<file path="src/rtl/blit_pkg.sv">
// blit_pkg: shared types for the blitter pixel writer.
//   wr_entry_t     - one queued memory write {word address, 32-bit data, byte mask}
//   BLIT_PIX_BYTES - bytes per pixel (8bpp)
//   pix_entry()    - places one pixel byte into its lane of a word write
package blit_pkg;

    localparam int BLIT_ADDR_W    = 26;
    localparam int BLIT_WORD_W    = BLIT_ADDR_W - 2;
    localparam int BLIT_PIX_BYTES = 1;

    typedef struct packed {
        logic [BLIT_WORD_W-1:0] addr;
        logic [31:0]            data;
        logic [3:0]             mask;
    } wr_entry_t;

    // Single-pixel write: byte in its lane, all other bytes zero, one mask bit.
    function automatic wr_entry_t pix_entry(
        input logic [BLIT_WORD_W-1:0]      word,
        input logic [1:0]                  lane,
        input logic [8*BLIT_PIX_BYTES-1:0] pix
    );
        wr_entry_t e;
        e.addr = word;
        e.data = 32'(pix) << {lane, 3'b000};
        e.mask = 4'b0001 << lane;
        return e;
    endfunction

endpackage

</file>
<file path="src/rtl/blit_pixel_writer_if.sv">
// blit_pixel_writer_if: pixel stream in, memory write requests out.
//   master modport - the pixel writer (consumes pixels, issues mem_req)
//   slave modport  - pipeline + arbiter side (drives pixels and mem_ack)
// Signals: in_write/in_addr/in_data/flush -> writer; stall/idle -> pipeline;
//          mem_req/mem_addr/mem_wdata/mem_wmask -> arbiter; mem_ack -> writer.
interface blit_pixel_writer_if
    import blit_pkg::*;
#(
    parameter int ADDR_W = BLIT_ADDR_W
);
    logic              in_write;
    logic [ADDR_W-1:0] in_addr;
    logic [15:0]       in_data;
    logic              flush;
    logic              stall;
    logic              idle;
    logic              mem_req;
    logic [ADDR_W-3:0] mem_addr;
    logic [31:0]       mem_wdata;
    logic [3:0]        mem_wmask;
    logic              mem_ack;

    modport master (
        input  in_write, in_addr, in_data, flush, mem_ack,
        output stall, idle, mem_req, mem_addr, mem_wdata, mem_wmask
    );

    modport slave (
        output in_write, in_addr, in_data, flush, mem_ack,
        input  stall, idle, mem_req, mem_addr, mem_wdata, mem_wmask
    );
endinterface

</file>
<file path="src/rtl/blit_wr_fifo.sv">
// blit_wr_fifo: synchronous FIFO of wr_entry_t with a registered head.
// Ports: clock, reset (async, active-low), push/push_data, pop,
//        full, empty, count (one bit wider than the pointers), head.
// Caller never pushes when full nor pops when empty.
module blit_wr_fifo
    import blit_pkg::*;
#(
    parameter  int DEPTH = 8,
    localparam int PTR_W = $clog2(DEPTH)
) (
    input  logic        clock,
    input  logic        reset,
    input  logic        push,
    input  wr_entry_t   push_data,
    input  logic        pop,
    output logic        full,
    output logic        empty,
    output logic [PTR_W:0] count,
    output wr_entry_t   head
);

    logic [PTR_W-1:0] wr_ptr_q, rd_ptr_q, rd_nxt;
    logic [PTR_W:0]   count_q, count_d;
    wr_entry_t        mem_q [DEPTH];
    wr_entry_t        head_q, head_d;

    assign rd_nxt = rd_ptr_q + PTR_W'(1);

    always_comb begin
        count_d = count_q;
        case ({push, pop})
            2'b10:   count_d = count_q + (PTR_W+1)'(1);
            2'b01:   count_d = count_q - (PTR_W+1)'(1);
            default: count_d = count_q;
        endcase
    end

    // Head holds the oldest entry; it only moves on pop or on a push into an
    // empty queue, so it is stable while a request waits for its ack.
    always_comb begin
        head_d = head_q;
        if (pop) begin
            if (count_q == (PTR_W+1)'(1)) begin
                if (push) head_d = push_data;
            end else begin
                head_d = mem_q[rd_nxt];
            end
        end else if (push && count_q == '0) begin
            head_d = push_data;
        end
    end

    always_ff @(posedge clock) begin
        if (push) mem_q[wr_ptr_q] <= push_data;
    end

    always_ff @(posedge clock or negedge reset) begin
        if (!reset) begin
            wr_ptr_q <= '0;
            rd_ptr_q <= '0;
            count_q  <= '0;
            head_q   <= '0;
        end else begin
            if (push) wr_ptr_q <= wr_ptr_q + PTR_W'(1);
            if (pop)  rd_ptr_q <= rd_nxt;
            count_q <= count_d;
            head_q  <= head_d;
        end
    end

    assign full  = (count_q == (PTR_W+1)'(DEPTH));
    assign empty = (count_q == '0);
    assign count = count_q;
    assign head  = head_q;

endmodule

</file>
<file path="src/rtl/blit_pixel_writer.sv">
// blit_pixel_writer: packs 8bpp pixel writes into 32-bit word writes,
// queues them and issues them to the memory arbiter over req/ack.
// Ports: clock, reset (async, active-low), bus (blit_pixel_writer_if.master).
// Build option BLIT_WRITE_COMBINE_EN: when defined, a combine register merges
// consecutive pixels of one word (drained by flush); when undefined every
// pixel is queued as its own single-byte write and flush is ignored.
module blit_pixel_writer
    import blit_pkg::*;
#(
    parameter int FIFO_DEPTH = 8,
    parameter int ADDR_W     = BLIT_ADDR_W
) (
    input logic                 clock,
    input logic                 reset,
    blit_pixel_writer_if.master bus
);

    localparam int CNT_W = $clog2(FIFO_DEPTH) + 1;

    logic             push, pop, fifo_full, fifo_empty, accept;
    logic [CNT_W-1:0] fifo_count;
    wr_entry_t        push_data, head, pix;

    // Conservative: a pop in the same cycle does not release the stall.
    assign bus.stall = (fifo_count == CNT_W'(FIFO_DEPTH));
    assign accept    = bus.in_write & ~bus.stall;
    assign pix       = pix_entry(bus.in_addr[ADDR_W-1:2], bus.in_addr[1:0], bus.in_data[7:0]);

    logic unused_hi;
    assign unused_hi = ^bus.in_data[15:8];

`ifdef BLIT_WRITE_COMBINE_EN
    wr_entry_t   cur_q, cur_d;
    logic        cur_valid_q, cur_valid_d;
    logic [31:0] pix_bytes;

    always_comb begin
        pix_bytes = '0;
        for (int i = 0; i < 4; i++) pix_bytes[8*i +: 8] = {8{pix.mask[i]}};
    end

    always_comb begin
        cur_d       = cur_q;
        cur_valid_d = cur_valid_q;
        push        = 1'b0;
        push_data   = cur_q;
        if (accept) begin
            if (cur_valid_q && cur_q.addr == pix.addr) begin
                cur_d.data = (cur_q.data & ~pix_bytes) | pix.data;
                cur_d.mask = cur_q.mask | pix.mask;
            end else begin
                // New word: retire the old one first; stall=0 guarantees room.
                push        = cur_valid_q;
                cur_d       = pix;
                cur_valid_d = 1'b1;
            end
        end else if (bus.flush && cur_valid_q && !fifo_full) begin
            push        = 1'b1;
            cur_valid_d = 1'b0;
        end
    end

    always_ff @(posedge clock or negedge reset) begin
        if (!reset) begin
            cur_q       <= '0;
            cur_valid_q <= 1'b0;
        end else begin
            cur_q       <= cur_d;
            cur_valid_q <= cur_valid_d;
        end
    end

    assign bus.idle = ~cur_valid_q & fifo_empty;
`else
    assign push      = accept;
    assign push_data = pix;
    assign bus.idle  = fifo_empty;

    logic unused_flush;
    assign unused_flush = bus.flush ^ fifo_full;
`endif

    assign pop = ~fifo_empty & bus.mem_ack;

    blit_wr_fifo #(.DEPTH(FIFO_DEPTH)) u_fifo (
        .clock     (clock),
        .reset     (reset),
        .push      (push),
        .push_data (push_data),
        .pop       (pop),
        .full      (fifo_full),
        .empty     (fifo_empty),
        .count     (fifo_count),
        .head      (head)
    );

    assign bus.mem_req   = ~fifo_empty;
    assign bus.mem_addr  = head.addr;
    assign bus.mem_wdata = head.data;
    assign bus.mem_wmask = head.mask;

endmodule
</file>
<file path="src/flat_wrapper.sv">
// flat-port wrapper written by rule: the top's interface ports become plain ports
module blit_pixel_writer_flat import blit_pkg::*;
#(
    parameter int FIFO_DEPTH = 8,
    parameter int ADDR_W     = BLIT_ADDR_W
)
  (clock, reset, bus_in_write, bus_in_addr, bus_in_data, bus_flush, bus_mem_ack, bus_stall, bus_idle, bus_mem_req, bus_mem_addr, bus_mem_wdata, bus_mem_wmask);
  blit_pixel_writer_if #(.ADDR_W(ADDR_W)) bus_i ();
  input logic clock;
  input logic reset;
  input wire logic [$bits(bus_i.in_write)-1:0] bus_in_write;
  input wire logic [$bits(bus_i.in_addr)-1:0] bus_in_addr;
  input wire logic [$bits(bus_i.in_data)-1:0] bus_in_data;
  input wire logic [$bits(bus_i.flush)-1:0] bus_flush;
  input wire logic [$bits(bus_i.mem_ack)-1:0] bus_mem_ack;
  output wire logic [$bits(bus_i.stall)-1:0] bus_stall;
  output wire logic [$bits(bus_i.idle)-1:0] bus_idle;
  output wire logic [$bits(bus_i.mem_req)-1:0] bus_mem_req;
  output wire logic [$bits(bus_i.mem_addr)-1:0] bus_mem_addr;
  output wire logic [$bits(bus_i.mem_wdata)-1:0] bus_mem_wdata;
  output wire logic [$bits(bus_i.mem_wmask)-1:0] bus_mem_wmask;
  assign bus_i.in_write = bus_in_write;
  assign bus_i.in_addr = bus_in_addr;
  assign bus_i.in_data = bus_in_data;
  assign bus_i.flush = bus_flush;
  assign bus_i.mem_ack = bus_mem_ack;
  assign bus_stall = bus_i.stall;
  assign bus_idle = bus_i.idle;
  assign bus_mem_req = bus_i.mem_req;
  assign bus_mem_addr = bus_i.mem_addr;
  assign bus_mem_wdata = bus_i.mem_wdata;
  assign bus_mem_wmask = bus_i.mem_wmask;
  blit_pixel_writer #(.FIFO_DEPTH(FIFO_DEPTH), .ADDR_W(ADDR_W)) u_core (.clock(clock), .reset(reset), .bus(bus_i));
endmodule
</file>
<file path="config.mk">
export PLATFORM = sky130hd
export DESIGN_NAME = blit_pixel_writer_flat
export DESIGN_NICKNAME = d
export VERILOG_FILES = /design/src/rtl/blit_pkg.sv /design/src/rtl/blit_pixel_writer_if.sv /design/src/rtl/blit_wr_fifo.sv /design/src/rtl/blit_pixel_writer.sv /design/src/flat_wrapper.sv
export SDC_FILE = /design/constraint.sdc
export NUM_CORES = 1
export LEC_CHECK = 0
export CORE_AREA = 5 5 170 336
export CTS_CLUSTER_DIAMETER = 200
export DETAILED_ROUTE_END_ITERATION = 10
export DIE_AREA = 0 0 175 341
export GPL_TIMING_DRIVEN = 0
export PLACE_DENSITY_LB_ADDON = 0.2
export SKIP_CTS_REPAIR_TIMING = 1
export SYNTH_ARGS = -nofsm -noshare
export SYNTH_HDL_FRONTEND = slang
export SYNTH_HIERARCHICAL = 1
export SYNTH_SLANG_ARGS = --single-unit
</file>
<file path="constraint.sdc">
create_clock -name clock -period 10.3 [get_ports clock]
set_clock_uncertainty 0.1 [all_clocks]
set_input_delay 2.06 -clock clock [delete_from_list [all_inputs] [get_ports clock]]
set_output_delay 2.06 -clock clock [all_outputs]
set_load 0.02 [all_outputs]
</file>
# Yosys cells after proc, flatten, opt, wreduce, memory -nomap -nowiden
# Memories as Yosys holds them, arrays and structs flattened.
# Cells that the tools add are included.
# op_classes
bitwise_logic,4
n_eq_ne,5
shifts,2
muxes,7
n_reduce_logical,5
add_sub_neg,4
# op_table
cell,n
2-to-1 mux 60 bit,4
left shift 8 x 5 -> 32 bit,1
one-hot mux 4 bit (2 select lines),1
adder 3 x 1 -> 3 bit (second input constant),2
adder 4 x 1 -> 4 bit (second input constant),1
equality test 4 x 1 -> 1 bit (second input constant),1
equality test 4 bit (second input constant),1
zero test 4 bit,1
nonzero test 2 bit,2
left shift 1 x 2 -> 4 bit (first input constant),1
subtractor 4 x 1 -> 4 bit (second input constant),1
!= test 3 bit (second input constant),1
AND 1 bit,2
equality test 2 x 1 -> 1 bit (second input constant),1
equality test 2 bit (second input constant),1
2-to-1 mux 1 bit,2
NOT 1 bit,2
AND reduction 2 bit,1
logical AND 1 bit,1
# word_totals
ff_bits,70
ram_bits,480
mem_count,1
# mem_list
memory,words,word_bits,read_ports,rd_clocked_by_memory_dff,write_ports,line,text
u_core.u_fifo.mem_q,8,60,1,0,1,blit_wr_fifo.sv:24,wr_entry_t mem_q [DEPTH];

# Logic depth before layout (Yosys ltp)
# Gate-level depths: netlist of run 1.
# logic_depth
depth_word,6
mapped_depth,10
depth_no_buf,9

# Cells and area by module
# The synthesis of run 1 kept the hierarchy.
# modules_own_cells
mod,n_inst,area_per_inst_um2,cells_per_inst
blit_wr_fifo,1,22205.0,1428
blit_pixel_writer,1,304.0,44

# Worst setup path after synthesis of run 1
# Ideal clock, no wire load.
# synth_timing
kind,input to register
start,input port bus_in_write
end,"memory u_core/u_fifo/mem_q[4][0] (netlist name), enable pin"
arrival_ns,6.668
required_time_ns,9.648
path_stages,3
setup_ns,0.552
setup_slack_ns,2.980
path_cell_list,nor2b_1 nand2_1 nor3_1
# synth_via
elab_chain_len,3
# synth_rtl
element,line,text
"start, declared",flat_wrapper.sv:11,input wire logic [$bits(bus_i.in_write)-1:0] bus_in_write;
AND 1 bit,blit_pixel_writer.sv:26,assign accept = bus.in_write & ~bus.stall;
2-to-1 mux 1 bit,blit_wr_fifo.sv:54,if (push) mem_q[wr_ptr_q] <= push_data;
2-to-1 mux 1 bit (not written as such),blit_wr_fifo.sv:54,
"end, declared",blit_wr_fifo.sv:24,
# Every way passes these cells.

# Worst setup path after layout of run 1
# layout_timing
start,register u_core.u_fifo.count_q[0] (netlist: u_core/u_fifo/count[0])
end,output port bus_idle
# layout_via
elab_chain_len,1
# layout_rtl
element,line,text
"start, declared",blit_wr_fifo.sv:23,"logic [PTR_W:0] count_q, count_d;"
"start signal, assigned",blit_wr_fifo.sv:66,count_q <= count_d;
zero test 4 bit,blit_wr_fifo.sv:72,assign empty = (count_q == '0);
"end, declared",flat_wrapper.sv:17,output wire logic [$bits(bus_i.idle)-1:0] bus_idle;
# Every way passes these cells.

==> results of run 1 <==
layout make-up:
| cell class | instances | area (sq um) |
|---|---|---|
| fillers | 4678 | 27700 |
| flip-flops and latches | 550 | 16200 |
| multi-input cells | 805 | 5800 |
| repair buffers | 127 | 1420 |
| clock buffers | 64 | 1350 |
| well taps | 676 | 846 |
| plain buffers | 110 | 568 |
| clock inverters | 23 | 294 |
| inverters | 6 | 22.5 |
| diodes | 1 | 2.50 |
final timing paths:
kind / startpoint / end / slack, ns / cells past startpoint
max reg2reg: u_core/u_fifo/count[0] / u_core/u_fifo/head[15] / 6.97 / 8
min in group asynchronous: reset / u_core/u_fifo/head[39] / 1.28 / 1
min reg2reg: u_core/u_fifo/wr_ptr_q[2] / u_core/u_fifo/wr_ptr_q[2] / 0.40 / 1
min: u_core/u_fifo/wr_ptr_q[2] / u_core/u_fifo/wr_ptr_q[2] / 0.40 / 1
max in group asynchronous: reset / u_core/u_fifo/head[6] / 8.16 / 2
max: u_core/u_fifo/count[0] / bus_idle / 5.81 / 4
sequential cells by signal (all words and copies together), names as in the netlist:
signal / count
u_core/u_fifo/wr_ptr_q: 3
u_core/u_fifo/mem_q: 480
u_core/u_fifo/count: 4
u_core/u_fifo/rd_ptr_q: 3
u_core/u_fifo/head: 60
power by group through the flow:
| stage | Combinational [mW] | Clock, mW | Sequential [mW] |
|---|---|---|---|
| finish | 3.74 | 1.89 | 3.05 |
| global route | 3.97 | 2.02 | 3.09 |
| CTS | 3.75 | 1.93 | 3.06 |
| detailed placement | 3.73 | 0 | 3.10 |
| global placement | 3.62 | 0 | 3.16 |
| floorplan | 2.09 | 0 | 3.23 |
placed cells by master, fill, tap and decap left out, types with 9 or more instances in the layout:
cell type and count:
sky130_fd_sc_hd__and2_1 17, sky130_fd_sc_hd__buf_1 9, sky130_fd_sc_hd__buf_12 12, sky130_fd_sc_hd__buf_2 34
sky130_fd_sc_hd__buf_4 27, sky130_fd_sc_hd__buf_6 16, sky130_fd_sc_hd__clkbuf_1 47, sky130_fd_sc_hd__clkbuf_16 49
sky130_fd_sc_hd__clkdlybuf4s50_1 99, sky130_fd_sc_hd__clkinv_2 9, sky130_fd_sc_hd__dfrtp_1 70, sky130_fd_sc_hd__edfxtp_1 480
sky130_fd_sc_hd__mux2i_1 241, sky130_fd_sc_hd__nand2b_1 64, sky130_fd_sc_hd__nand3_1 300, sky130_fd_sc_hd__nand4_1 61
sky130_fd_sc_hd__o211ai_1 60
per-stage QoR:
step / hold slack, ns / utilization (%)
after global routing: 0.431 / 48.8
final: 0.402 / 48.8
after detailed placement: 0.395 / 45.8
after global placement: 0.391 / 44.9
after floorplan: 0.357 / -
after CTS: 0.408 / 48.8
worst max-delay path, stage by stage, from the launching register on:
cell and delay [ns]:
sky130_fd_sc_hd__dfrtp_1 0.46, sky130_fd_sc_hd__inv_1 0.12, sky130_fd_sc_hd__ha_1 0.18, sky130_fd_sc_hd__nor3b_1 0.32
sky130_fd_sc_hd__clkdlybuf4s50_1 0.68
per-layer routing:
layer / up-vias / global-route usage, % / wire length, microns
li1: 6017 / - / -
met1: 6858 / 23.0 / 22800
met2: 452 / 37.5 / 32800
met3: 118 / 3.10 / 3060
met4: 2 / 6.60 / 1830
met5: - / 0 / 13
==> reports/summary.md, run 1 <==
The run finished with clean final reports. The wire length of the first global-routing pass is 89.7 mm, and the post-route minimum period is 4.49 ns. The clock network is responsible for 21.8% of the overall power. The arrival time at the worst endpoint was 2.33 ns. Cells with a size suffix above 1 make up 11.2% of the layout.

For this design the ratio of total power to cell area is 328 nW/um^2. STA puts the critical path data required time at 8.14 ns. The floorplan step defined a core boundary enclosing 54200 sq um. In this run the horizontal extent of the chip is 175 microns. The run gives 1525 as the net count after synthesis.

The die is 341 microns tall. The count of cells in the finished layout, fillers not included, comes to 2362. Startpoint class of the critical path: a register. Before antenna repair, the detailed router went through 5 iterations. VDD sags by at most 265 uV. Synthesis produced a netlist whose cell count is 1471.

The setup slack after layout was 5.81 ns; the post-route clock period utilization was 43.6%. Buffers inserted during clock tree synthesis total 47. The share of total power dissipated in sequential elements is 35.1%.

The longest clock path from root to sink contains 3 buffers. Overall power consumption after layout is estimated at 8.69 mW. The logs give 986 for the number of DRC violations after detailed-routing iteration 0 and 0 for the total count of max-transition violations in the final report. The total grt overflow is 0. The tool flagged a number of max-cap violations equal to 0. Internal power comes to 5.24 mW. Averaged over all synthesized cells, the footprint is 15.3 sq um.

Setup violations remaining at the end of the flow were counted as 0. The combinational share of power is 43.1%, and the level count of the clock H-tree is 2. Setup repair after global routing left no endpoint under its margin. The placed instance count is 2274.

Before CTS, the worst setup slack after placement is 5.27 ns. The total die area is 59700 sq um. In the routed design, unresolved DRC markers number 0.

The detailed router placed 13.4k vias in this run. The type of the worst setup path was reg -> out. The total routing usage reported by global routing is 19.9%. Derived from the worst setup path, the maximum achievable clock frequency is 0.223 GHz. Entering global routing, the biggest net connects 54 pins.

In this run the worst hold path is classified as reg -> reg. For the final-report hold violation count, the log shows 0. The number of global-route vias before repair is 14.2k, and the clock slew seen by the registers of the worst setup and hold paths is 0.07 ns.

In this run the static leakage power is 9.46 nW. For the floorplan row count, the log shows 121. The area growth from synthesis to layout is 17.7%. During placement, the flow inserted port buffers numbering 100.

110 I/O pins were placed. The placed instances occupy a cell area of 24800 sq um. The analysis attributes to net switching a power of 3.45 mW.

In the final routed layout, each cell accounts on average for 25.6 microns. The number of synthesis warnings was 6. In this run switching power makes up 39.7% of total power. CTS saw 550 sinks. Summed over all failing endpoints, the final setup total negative slack is 0 ns. Critical path endpoint category: an output port. Number of antenna violations at the first check in global routing: 3.

Once detailed placement completed, the half-perimeter wirelength came to 40.3 mm. The run gives 41.5% as the effective utilization at floorplan. In the routed layout, each cell is associated on average with a via count of 5.69. Routability-driven placement finished with a final weighted congestion of 0.804. TritonCTS built the clock tree. For the pin with the worst max-slew slack, the measured transition is 0.918 ns. The latest clock arrival within the worst-skew pair is 0.57 ns. The count of nets left with antenna violations once routing finished came out at 0.

The cell area after technology mapping was 22500 sq um; the headroom to the max-slew limit was 38.7%. In this run the worst path has a maximum fanout of 7. In the final design database the tool counted 1701 nets. The clock tree root buffer cell is sky130_fd_sc_hd__clkbuf_16. The run gives 26500 sq um as the post-route cell area.

For the total wire length after detailed routing, the log shows 60.5 mm.
(Power assumes the default switching activity.)
==> run 2: changes to the inputs <==
==> constraint.sdc (replaced) <==
create_clock -name clock -period 4.5 [get_ports clock]
set_clock_uncertainty 0.1 [all_clocks]
set_input_delay 0.9 -clock clock [delete_from_list [all_inputs] [get_ports clock]]
set_output_delay 0.9 -clock clock [all_outputs]
set_load 0.02 [all_outputs]
==> reports/summary.md, run 2 (synthesized netlist as in run 1, its figures left out) <==
The run finished with clean final reports. The flip-flop count of the largest register after layout came out at 480. Counting flops per register, the top entry is u_core/u_fifo/mem_q.

In the global route stage, overall resource usage came out at 20.2%. For this run, the top clock speed supported by timing is 0.300 GHz. After filler insertion, the fill cell instance count of the layout stands at 4650. At the end of the flow, the number of nets in the layout was 1697. In the final routed layout, each cell accounts on average for 25.8 microns. The number of maximum-capacitance constraint violations came out at 0. The number of nets with antenna violations after detailed routing was 0; the number of antenna cells inserted was 0. The share of layout cells above drive strength 1 is 10.8%, and the largest fanout on the critical path is 7. Summing all multi-input logic gate instances after layout gives 5810 sq um. Adding up every negative setup slack in the final design gives 0 ns. The tools report the headroom to the max-slew limit as 39.7%.

The tools report the number of CTS-inserted buffers as 47. For this design, the sink count on the clock tree is 550. Clock latency on the worst-skew pair, taken at its later pin, is 0.58 ns. Setup violations remaining at the end of the flow were counted as 0. The slew at the pin closest to its max-slew limit is 0.902 ns, and the total count of max-transition violations in the final report is 0. Across all layers, the routed design uses 13.5k vias. In the layout the commonest cells are sky130_fd_sc_hd__edfxtp_1 (480), sky130_fd_sc_hd__nand3_1 (300), sky130_fd_sc_hd__mux2i_1 (241). The wire length of the first global-routing pass came out at 90.9 mm. The smallest clock period supported by the final layout is computed as 3.33 ns.

CTS built an H-tree with a depth of 2. The number of DRC violations after detailed-routing iteration 0 was 1071; the overall power of the completed layout was 19.9 mW. The ratio of routed vias to standard cells was 5.74; the floorplan row count was 121. Number of antenna violations at the first check in global routing: 2. Wires add up to 60.7 mm.

The data required time at the worst endpoint was 3.50 ns; the power per cell area was 752 nW/um^2. The logs give 0 for the DRC violations left and 49.0% for the utilization after layout. The area overhead of the layout relative to synthesis is 17.9%. The path class of the lowest-slack min-delay path is in -> async. Summing all flip-flop and latch instances after layout gives 16200 sq um. TritonCTS built the clock tree.

Hold is met by 0.143 ns. STA classifies the critical path startpoint as a register. The logs give 2.33 ns for the arrival time at the worst endpoint and 14.4k for the number of global-route vias before repair.

Input and output buffers added on the ports amount to 100. Type of the worst setup path: reg -> out. Setup repair after global routing left no endpoint under its margin. The tools report the clock tree root buffer cell as sky130_fd_sc_hd__clkbuf_16. The library cell used most frequently in the layout, excluding fill and tap cells, is sky130_fd_sc_hd__edfxtp_1. The half-perimeter wire length after detailed placement was 40.0 mm. The floorplan step set the die height to 341 microns. The longest clock path from root to sink contains 3 buffers. The logs give 48 for the largest net degree at the start of global routing and 0 for the total grt overflow. The congestion estimate from routability-driven global placement came to 0.794. Clock-pin slew was measured on the worst setup and hold paths at 0.07 ns. Once the floorplan was initialized, standard cells occupied 41.5% of the core. The critical path endpoint category is an output port. The post-route clock period utilization works out to 74.0%. The count of non-filler cells in the finished layout was 2357; the first-pass detailed-route iteration total was 5. For the number of ports placed on the die boundary, the log shows 110.

For the maximum VDD drop, the log shows 523 uV. The placed instance count is 2270, and the horizontal die dimension is 175 microns. The analysis attributes to cell leakage a power of 9.47 nW. The floorplan step defined a die boundary enclosing 59700 sq um.

The logs give 54200 sq um for the placeable core region and 0 for the final-report hold violation count.
run 2: power by group:
part           total [mW]  switching (mW)  internal, mW  leakage (nW)
Combinational        8.62            5.70          2.91          3.41
Sequential           7.00           0.416          6.58          5.26
Clock                4.33            1.81          2.52         0.806
Total                19.9            7.93          12.0          9.47
run 2: worst paths after layout:
check / from / end / slack (ns) / cells past startpoint
min in group clock: u_core/u_fifo/wr_ptr_q[2] / u_core/u_fifo/wr_ptr_q[2] / 0.40 / 1
worst min-delay path: reset / u_core/u_fifo/head[55] / 0.14 / 1
max in group asynchronous: reset / u_core/u_fifo/head[29] / 3.50 / 2
worst max register to register: u_core/u_fifo/count[0] / u_core/u_fifo/count[3] / 1.45 / 9
worst min register to register: u_core/u_fifo/wr_ptr_q[2] / u_core/u_fifo/wr_ptr_q[2] / 0.40 / 1
worst max-delay path: u_core/u_fifo/count[0] / bus_idle / 1.17 / 4
run 2: worst max-delay path: stages, from the launching register on:
cell and delay (ns):
sky130_fd_sc_hd__dfrtp_1 0.47, sky130_fd_sc_hd__inv_1 0.13, sky130_fd_sc_hd__ha_1 0.17, sky130_fd_sc_hd__nor3b_1 0.31
sky130_fd_sc_hd__clkdlybuf4s50_1 0.68
run 2: routing by layer:
layer  GRT usage (%)  vias to the layer above  part of all wire, %
met2            37.3                      453                   54
met3            2.59                      141                  5.2
li1                -                     6019                    -
met4            7.96                        4                  3.6
met1            23.9                     6905                   38
met5               0                        -                0.041
run 2: stage by stage:
stage	worst slack, ns	area, sq um
final	1.17	26500
after floorplan	-0.0529	22500
after global placement	-3.48	24400
after detailed placement	0.733	24900
after global routing	1.06	26500
after CTS	1.15	26500
run 2: area by class of cell:
class	instances	share of cell area [%]
buffer	110	2.14
clock buffer	65	5.11
clock inverter	22	1.11
inverter	6	0.0849
multi-input combinational	805	21.9
sequential	550	60.9
tap	676	3.19
timing repair buffer	123	5.53
==> run 3: changes to the inputs <==
==> constraint.sdc (replaced) <==
create_clock -name clock -period 2.71 [get_ports clock]
set_clock_uncertainty 0.1 [all_clocks]
set_input_delay 0.542 -clock clock [delete_from_list [all_inputs] [get_ports clock]]
set_output_delay 0.542 -clock clock [all_outputs]
set_load 0.02 [all_outputs]
==> reports/summary.md, run 3 (synthesized netlist as in run 1, its figures left out) <==
After floorplanning, the core was divided into 121 placement rows. CTS saw 550 sinks. Reg-to-reg critical path startpoint: u_core/u_fifo/count[0].

Entering global routing, the biggest net connects 48 pins. For the number of DRC violations after detailed-routing iteration 0, the log shows 1081. The run gives 14.4k as the number of global-route vias before repair.

Share of layout cells above drive strength 1: 12.3%. From synthesis to final layout, the design area changed by 19.0%. Highest metal layer with signal wires: met5. The worst-case IR drop observed on VDD is 663 uV.

The tools report the highest clock rate as 0.382 GHz. The library cells used most frequently in the layout, excluding fill and tap cells, are sky130_fd_sc_hd__edfxtp_1 (480), sky130_fd_sc_hd__nand3_1 (300), sky130_fd_sc_hd__mux2i_1 (241). The most common cell after layout, fill and taps aside was sky130_fd_sc_hd__edfxtp_1. The clock period could shrink to 2.62 ns. The sequential cell fraction of total power is 34.9%. In this run the remaining antenna-violating nets after routing total 0. Summed over all failing endpoints, the final setup total negative slack is 0 ns. The total of endpoints with negative setup slack in the final report was 0; the number of ports placed on the die boundary was 110. Clock-pin slew was measured on the worst setup and hold paths at 0.07 ns. Final estimated routing congestion in global placement: 0.783. For the worst flop-to-flop path, the logic depth is 8. For the overall power of the completed layout, the log shows 33.4 mW.

The clock tree root buffer cell is sky130_fd_sc_hd__clkbuf_16. The logs give 3.29 mm for the met3 routed wirelength and 36.8% for the headroom to the max-slew limit. In the final design database the tool counted 1705 nets. The wire length per cell is 26.2 microns. The number of maximum-capacitance constraint violations is 0, and the wire length on met2 is 32.7 mm. The effective utilization at floorplan was 41.5%.

In this run, the combinational gates consume 43.9% of the power. TritonCTS built the clock tree. The ratio of routed vias to standard cells was 5.74; the level count of the clock H-tree was 2. After detailed routing, the number of remaining DRC violations is 0.

The path class of the lowest-slack min-delay path was in -> async. The half-perimeter wire length after detailed placement is 39.9 mm. The fraction of power spent switching nets is 40.1%, and the placeable core region is 54200 sq um.

Total wire length after detailed routing: 61.9 mm. Routed metal-1 wire length: 23.2 mm. The total grt overflow is 0, and the leakage power figure is 9.62 nW. The run finished with clean final reports. Measured on the finished design, the core utilization comes to 49.4%. Counting flops per register, the top entry is u_core/u_fifo/mem_q.

In this run the vertical extent of the chip is 341 microns. The finished cells cover 26800 sq um. The data required time at the worst endpoint is 2.07 ns, and the switching power is 13.4 mW. The run gives 25000 sq um as the area after detailed placement. For the pin with the worst max-slew slack, the measured transition is 0.947 ns. Global routing consumed, over all layers together, 20.5% of the routing resources. Final-report hold violation count: 0.

The run gives 0 as the total count of max-transition violations in the final report. The wire length of the first global-routing pass was 91.5 mm. Internal power of the cells: 20.0 mW. Along the worst path, the maximum fanout reaches 7. The floorplan step set the die width to 175 microns.

Reg2reg setup slack: 0.12 ns. The number of clock buffers added by TritonCTS is 47. At the worst endpoint, the arrival time is 1.98 ns. The final route contains 13.6k vias. The type of the worst setup path is reg -> out. The first detailed-routing pass ran for 7 iterations. In the finished design, the share of the clock period the worst path needs comes to 96.7%. Power spread over the standard cell area amounts to 1250 nW/um^2. The register with the most flip-flops in the layout has 480 of them. The die covers 59700 sq um. Of the total power, the clock network draws 21.3%. The worst setup path is captured at an output port. The latest clock arrival within the worst-skew pair came out at 0.58 ns. The startpoint class of the critical path is a register. The worst register-to-register path ends at u_core/u_fifo/head[48].

Buffers placed on the I/O ports in this run total 100. The maximum clock path buffer count was 3. The tools report the number of antenna violations at the first check in global routing as 4.
run 3: cell count changes in the layout (fill, tap and decap cells not counted), sizes merged:
cell           delta
diode             +2
dlymetal6s2s      +3
inv               +2
bufinv            -1
buf               +5
clkdlybuf4s50     -3
clkinv            -3
dlygate4sd3       +1
clkbuf            +3
run 3: worst max path at each step:
stage | from | endpoint | slack (ns) | depth (start not counted)
floorplan | u_core/u_fifo/count[3] | u_core/u_fifo/mem_q[0][0] | -0.29 | 4
global placement | reset | u_core/u_fifo/count[2] | -2.78 | 1
detailed placement | u_core/u_fifo/count[0] | u_core/u_fifo/count[3] | -0.37 | 9
CTS | u_core/u_fifo/count[0] | u_core/u_fifo/count[3] | -0.39 | 9
global route | u_core/u_fifo/count[0] | bus_mem_req | -0.02 | 6
finish | u_core/u_fifo/count[0] | bus_mem_req | 0.09 | 6
run 3: per-layer routing:
layer | global-route usage [%] | vias to the layer above
met3 | 3.18 | 168
met4 | 9.16 | 4
li1 | - | 6036
met1 | 24.0 | 6893
met2 | 37.1 | 490
met5 | 0 | -
run 3: critical path: stages (launching register included):
cell and delay (ns):
sky130_fd_sc_hd__dfrtp_2 0.46, sky130_fd_sc_hd__inv_1 0.10, sky130_fd_sc_hd__ha_1 0.19, sky130_fd_sc_hd__nor3b_4 0.26, sky130_fd_sc_hd__buf_4 0.16, sky130_fd_sc_hd__inv_1 0.03
sky130_fd_sc_hd__dlymetal6s2s_1 0.19
run 3: power by group through the flow:
stage	clock network, mW	logic [mW]	registers (mW)
floorplan	0	8.02	12.2
global placement	0	14.1	11.9
detailed placement	0	14.6	11.8
CTS	7.25	14.6	11.7
global route	7.55	15.5	11.8
finish	7.11	14.7	11.7
run 3: cell type report:
type	instances	area, sq um
sequential	550	16200
multi-input combinational	805	5890
timing repair buffer	131	1640
clock buffer	66	1360
inverter	6	22.5
buffer	110	581
clock inverter	20	265
antenna	2	5.00
fill	4594	27400
tap	676	846
run 3: stage by stage:
step | worst slack [ns] | hold WS (ns) | std cells
final | 0.0904 | 0.335 | 2366
after global placement | -2.78 | 0.394 | 2247
after global routing | -0.0209 | 0.354 | 2364
after CTS | -0.393 | -0.220 | 2359
after floorplan | -0.285 | 0.146 | 1471
after detailed placement | -0.367 | 0.409 | 2273
